## config.mk

```make
export PLATFORM = sky130hd
export DESIGN_NAME = reg_file
export DESIGN_NICKNAME = d
export VERILOG_FILES = /design/src/rtl/reg_file.sv
export SDC_FILE = /design/constraint.sdc
export NUM_CORES = 2
export LEC_CHECK = 0
export ABC_AREA = 1
export CAP_MARGIN = 15
export CORE_MARGIN = 10
export CORE_UTILIZATION = 56
export DETAILED_ROUTE_END_ITERATION = 7
export PLACE_DENSITY = 0.73
export RECOVER_POWER = 50
export SLEW_MARGIN = 20
export SYNTH_ARGS = -nofsm -noshare
export SYNTH_HDL_FRONTEND = slang
export SYNTH_SLANG_ARGS = --single-unit
export TNS_END_PERCENT = 5
```

## constraint.sdc

```tcl
create_clock -name clk -period 7.9 [get_ports clk]
set_input_delay 1.185 -clock clk [delete_from_list [all_inputs] [get_ports clk]]
set_output_delay 1.185 -clock clk [all_outputs]
set_load 0.01 [all_outputs]
```

## src/rtl/reg_file.sv

```systemverilog
// reg_file: RV32I integer register file, two combinational read ports and one synchronous write port.
// Ports:
//    clk           - rising-edge clock
//    reset_n       - synchronous reset, active-high despite the name (1 = clear every entry)
//    write         - write enable for the rd port
//    sel_read_reg1 - rs1 index, data returned on data_out1
//    sel_read_reg2 - rs2 index, data returned on data_out2
//    sel_write_reg - rd index
//    data_in       - rd write data
//    data_out1/2   - rs1/rs2 read data; 0 for x0 and for any index >= reg_number
// Optional: define REG_FILE_WRITE_BYPASS_EN to forward data_in to a read port selecting the
// register being written in the same cycle.
module reg_file #(
   parameter int mode       = 32,
   parameter int reg_number = 32,
   localparam int SW        = $clog2(reg_number) + 1
) (
   input  logic            clk,
   input  logic            reset_n,
   input  logic            write,
   input  logic [SW-1:0]   sel_read_reg1,
   input  logic [SW-1:0]   sel_read_reg2,
   input  logic [SW-1:0]   sel_write_reg,
   input  logic [mode-1:0] data_in,
   output logic [mode-1:0] data_out1,
   output logic [mode-1:0] data_out2
);
   // x0 has no storage; entries start at 1
   logic [mode-1:0] regs_q [1:reg_number-1];
   logic [mode-1:0] regs_d [1:reg_number-1];
   // Matching against every real entry index makes x0 and out-of-range selects fall through to 0
   function automatic logic [mode-1:0] rd(input logic [SW-1:0] s);
      logic [mode-1:0] v;
      v = '0;
      for (int i = 1; i < reg_number; i++) begin
`ifdef REG_FILE_WRITE_BYPASS_EN
         if (s == SW'(i)) v = (write && !reset_n && sel_write_reg == s) ? data_in : regs_q[i];
`else
         if (s == SW'(i)) v = regs_q[i];
`endif
      end
      return v;
   endfunction
   always_comb begin
      regs_d = regs_q;
      for (int i = 1; i < reg_number; i++)
         if (write && sel_write_reg == SW'(i)) regs_d[i] = data_in;
   end
   always_ff @(posedge clk) begin
      if (reset_n) regs_q <= '{default: '0};
      else regs_q <= regs_d;
   end
   assign data_out1 = rd(sel_read_reg1);
   assign data_out2 = rd(sel_read_reg2);
endmodule

```

==> qor.json <==
{
  "core_area": {"value": 0.0870, "unit": "sq mm"},
  "synth-xor-area-share": {"value": 0, "unit": "%"},
  "portBuffers": {"value": 116},
  "area_growth": {"value": 10.9, "unit": "%"},
  "initial_utilization": {"value": 56.5, "unit": "%"},
  "crit_family": {"value": "simple AND/OR/NAND/NOR gates"},
  "wl_per_cell": {"value": 19.8, "unit": "um"},
  "maxCapViolCount": {"value": 25},
  "cts_inserted_buffers": {"value": 106},
  "io_pins": {"value": 117},
  "power_per_cell_area": {"value": 199, "unit": "mW/mm^2"},
  "path_class": {"value": "in2out"},
  "ir_worst_vdd": {"value": 0.174, "unit": "mV"},
  "cp.required": {"value": 6.71, "unit": "ns"},
  "netlist_area": {"value": 0.0492, "unit": "sq mm"},
  "std_cell_rows": {"value": 108},
  "worst_ep_arrival_time": {"value": 5.71, "unit": "ns"},
  "place.gp.congestion": {"value": 0.916},
  "drt_pre_antenna_iters": {"value": 8},
  "grt_pass1_wl": {"value": 257000, "unit": "um"},
  "final_antenna_net_count": {"value": 0},
  "antenna_found_initial": {"value": 7},
  "violations": {"value": "capacitance limit, slew limit"},
  "share_of_synthesized_area_spent_on_multiplexers": {"value": 0, "unit": "%"},
  "cts_max_path_buffers": {"value": 3},
  "post_synth_num_cell_types": {"value": 29},
  "syn-mean-instance-area": {"value": 6.74, "unit": "sq um"},
  "drive_gt1_share": {"value": 7.24, "unit": "%"},
  "timing.critical_path.buf_inv": {"value": 5},
  "hold-worst-slack": {"value": 0.490, "unit": "ns"},
  "largest-register": {"value": "regs_q"},
  "maximum_number_of_pins_on_one_net_before_global_route_repair": {"value": 230},
  "unrepaired_setup_endpoints_after_global_routing": {"value": "no"},
  "top_regs": {"value": "regs_q (992)"},
  "floorplan.die_area": {"value": 0.100, "unit": "sq mm"},
  "final.setup.worst_slack": {"value": 1.00, "unit": "ns"},
  "post-route-period-util": {"value": 87.3, "unit": "%"},
  "power.total": {"value": 10.9, "unit": "mW"},
  "synth.cells.most_frequent": {"value": "1706 x sky130_fd_sc_hd__nand2_1, 1618 x sky130_fd_sc_hd__nor2_1, 992 x sky130_fd_sc_hd__a211oi_1, 992 x sky130_fd_sc_hd__dfxtp_1, 533 x sky130_fd_sc_hd__clkbuf_1"},
  "synthArstFlopShare": {"value": 0, "unit": "%"},
  "adder_and_majority_gate_portion_of_the_synthesized_area": {"value": 0, "unit": "%"},
  "cp_cell_instances": {"value": "clkdlybuf4s50_1 > nor2_1 > buf_4 > nand3_1 > buf_4 > inv_1 > nand2_1 > nand2_1 > nor2_1 > nand4_1 > nand2_1 > nand4_1 > nand2_1 > nand4_1 > nand2_1 > nand4_1 > nor3_1 > nand4_1 > nor2_1 > nand4_1 > nor2_1 > nand4_1 > clkdlybuf4s50_1"},
  "ys.flop_type": {"value": "sky130_fd_sc_hd__dfxtp_1"},
  "die_height": {"value": 316, "unit": "um"},
  "synthesized_nets": {"value": 7354},
  "number_of_enable_type_register_cells_in_the_synthesized_netlist": {"value": 0},
  "dr_total_vias": {"value": 49200},
  "timing.final.setup_violations": {"value": 0},
  "crit_path_frequent_cell": {"value": "sky130_fd_sc_hd__nand4_1"},
  "cellLeakagePower": {"value": 18.3, "unit": "nW"},
  "overflow": {"value": 0},
  "number_of_gates_resized_after_cts": {"value": 0},
  "cts.sink_count": {"value": 992},
  "slew-limit-headroom": {"value": -118, "unit": "%"},
  "max_stage_delay": {"value": 0.69, "unit": "ns"},
  "synth.yosys.warnings": {"value": 0},
  "setup_total_negative_slack": {"value": 0, "unit": "ns"},
  "htree_levels": {"value": 3},
  "path_max_fanout": {"value": 22},
  "largest_reg_flops": {"value": 992},
  "totalWireLength": {"value": 165000, "unit": "um"},
  "worst_min_delay_path_category": {"value": "reg2reg"},
  "post_cts.repair.setup_buffers": {"value": 0},
  "dieWidth": {"value": 316, "unit": "um"},
  "slew_viol_final": {"value": 1577},
  "fmaxAchievable": {"value": 145, "unit": "MHz"},
  "worstSetupPathDepth": {"value": 23},
  "synth_cells": {"value": 7301},
  "drcViolationCount": {"value": 0},
  "cts.root.buffer_cell": {"value": "sky130_fd_sc_hd__clkbuf_16"},
  "outcome": {"value": "finished, violations left"},
  "post_drt_via_cell_ratio": {"value": 5.90},
  "yosys.cell_count.top_type": {"value": "sky130_fd_sc_hd__nand2_1"},
  "number_of_cells_on_the_worst_hold_path": {"value": 2},
  "fraction_of_post_synthesis_cell_area_in_the_top_cell_type_by_area": {"value": 40.4, "unit": "%"},
  "hpwl": {"value": 112000, "unit": "um"},
  "crit_path_top_delay_cell": {"value": "sky130_fd_sc_hd__clkdlybuf4s50_1"},
  "cts.clk_slew.worst_paths": {"value": 0.06, "unit": "ns"},
  "grt_pass1_vias": {"value": 45500},
  "cts_tree": {"value": "built"},
  "reg2regPathDepth": {"value": 2},
  "synth-compound-area-share": {"value": 17.2, "unit": "%"},
  "yosys.area_share.simple": {"value": 34.0, "unit": "%"},
  "track_usage": {"value": 31.9, "unit": "%"},
  "pre_cts_slack": {"value": 1.19, "unit": "ns"},
  "synth.area.top_cells": {"value": "sky130_fd_sc_hd__dfxtp_1 40%, sky130_fd_sc_hd__a211oi_1 15%, sky130_fd_sc_hd__nand2_1 13%"},
  "yosysSeqAreaShare": {"value": 40.4, "unit": "%"},
  "report.final.hold_viol_count": {"value": 0},
  "tightestPinTransition": {"value": 3.28, "unit": "ns"},
  "ctsHoldBuffers": {"value": 0},
  "worst_setup_path_end_kind": {"value": "output pin"},
  "drt_iter0_drc": {"value": 5783},
  "yosys_register_bits": {"value": 992},
  "final_period_minus_worst_setup_slack": {"value": 6.90, "unit": "ns"},
  "crit_path_start_kind": {"value": "input pin"},
  "clk_latency": {"value": 0.68, "unit": "ns"},
  "finalNetCount": {"value": 7135},
  "synth_top_family_by_area": {"value": "simple AND/OR/NAND/NOR gates"},
  "synth_top_area_cell": {"value": "sky130_fd_sc_hd__dfxtp_1"},
  "final.setup_skew": {"value": 0, "unit": "ns"}
}
## report_power, final
part,switching (mW),total (mW),internal [mW],leakage (nW)
Combinational,0.423,0.559,0.136,8.48
Sequential,0.0264,5.07,5.04,8.00
Clock,2.16,5.24,3.08,1.82
Total,2.61,10.9,8.26,18.3
## worst register-to-register path: stages (launching register included)
cell and delay (ns):
sky130_fd_sc_hd__dfxtp_1 0.40, sky130_fd_sc_hd__nor2_1 0.07, sky130_fd_sc_hd__a211oi_1 0.33
## final timing paths
kind	to	slack [ns]	start
max	data_out2[11]	1.00	sel_read_reg2[2]
min	regs_q[89]$_SDFFE_PP0P_	0.49	regs_q[89]$_SDFFE_PP0P_
max reg2reg	regs_q[111]$_SDFFE_PP0P_	6.99	regs_q[111]$_SDFFE_PP0P_
min reg2reg	regs_q[89]$_SDFFE_PP0P_	0.49	regs_q[89]$_SDFFE_PP0P_
## cells in the final DEF (no fill, tap or decap), types with 39 or more instances in the layout
master / n
sky130_fd_sc_hd__inv_1: 473
sky130_fd_sc_hd__or2_2: 118
sky130_fd_sc_hd__o21ai_0: 39
sky130_fd_sc_hd__clkdlybuf4s50_1: 114
sky130_fd_sc_hd__clkbuf_16: 107
sky130_fd_sc_hd__nor2_2: 42
sky130_fd_sc_hd__dfxtp_1: 992
sky130_fd_sc_hd__nand3_1: 144
sky130_fd_sc_hd__nand2_1: 1706
sky130_fd_sc_hd__buf_4: 102
sky130_fd_sc_hd__a21oi_1: 158
sky130_fd_sc_hd__clkbuf_1: 39
sky130_fd_sc_hd__nor2_1: 1559
sky130_fd_sc_hd__a211oi_1: 992
sky130_fd_sc_hd__nand4_1: 395
## metal layers
metal / global-route usage [%] / vias up / share of wire [%] / wire [um]
met5: 0 / - / 0.019 / 31
met2: 51.2 / 2017 / 46 / 75500
met4: 11.6 / 8 / 3.2 / 5320
met3: 5.28 / 378 / 8.1 / 13400
li1: - / 24000 / - / -
met1: 42.8 / 22700 / 43 / 70900
## final cells by class
cell class / count / area, sq um
inverter: 509 / 1910
antenna: 1 / 2.50
clock inverter: 55 / 629
sequential: 992 / 19900
fill: 8050 / 32500
timing repair buffer: 250 / 2170
multi-input combinational: 5223 / 25500
clock buffer: 143 / 3030
tap: 1155 / 1450
## kinds of logic after synthesis
group | count (synthesis)
buffers and inverters | 1086
AO/OA/AOI/OAI | 1191
flip-flops | 992
AND/OR/NAND/NOR | 4032
## through the flow
stage	instance area, sq um	utilization, %	instances
after floorplan	49200	-	7301
after global placement	51000	58.6	8128
after detailed placement	51000	58.6	8128
after CTS	54600	62.8	8326
after global routing	54500	62.7	8327
final	54500	62.7	8328
No activity file was read; power rests on OpenSTA's default activity.
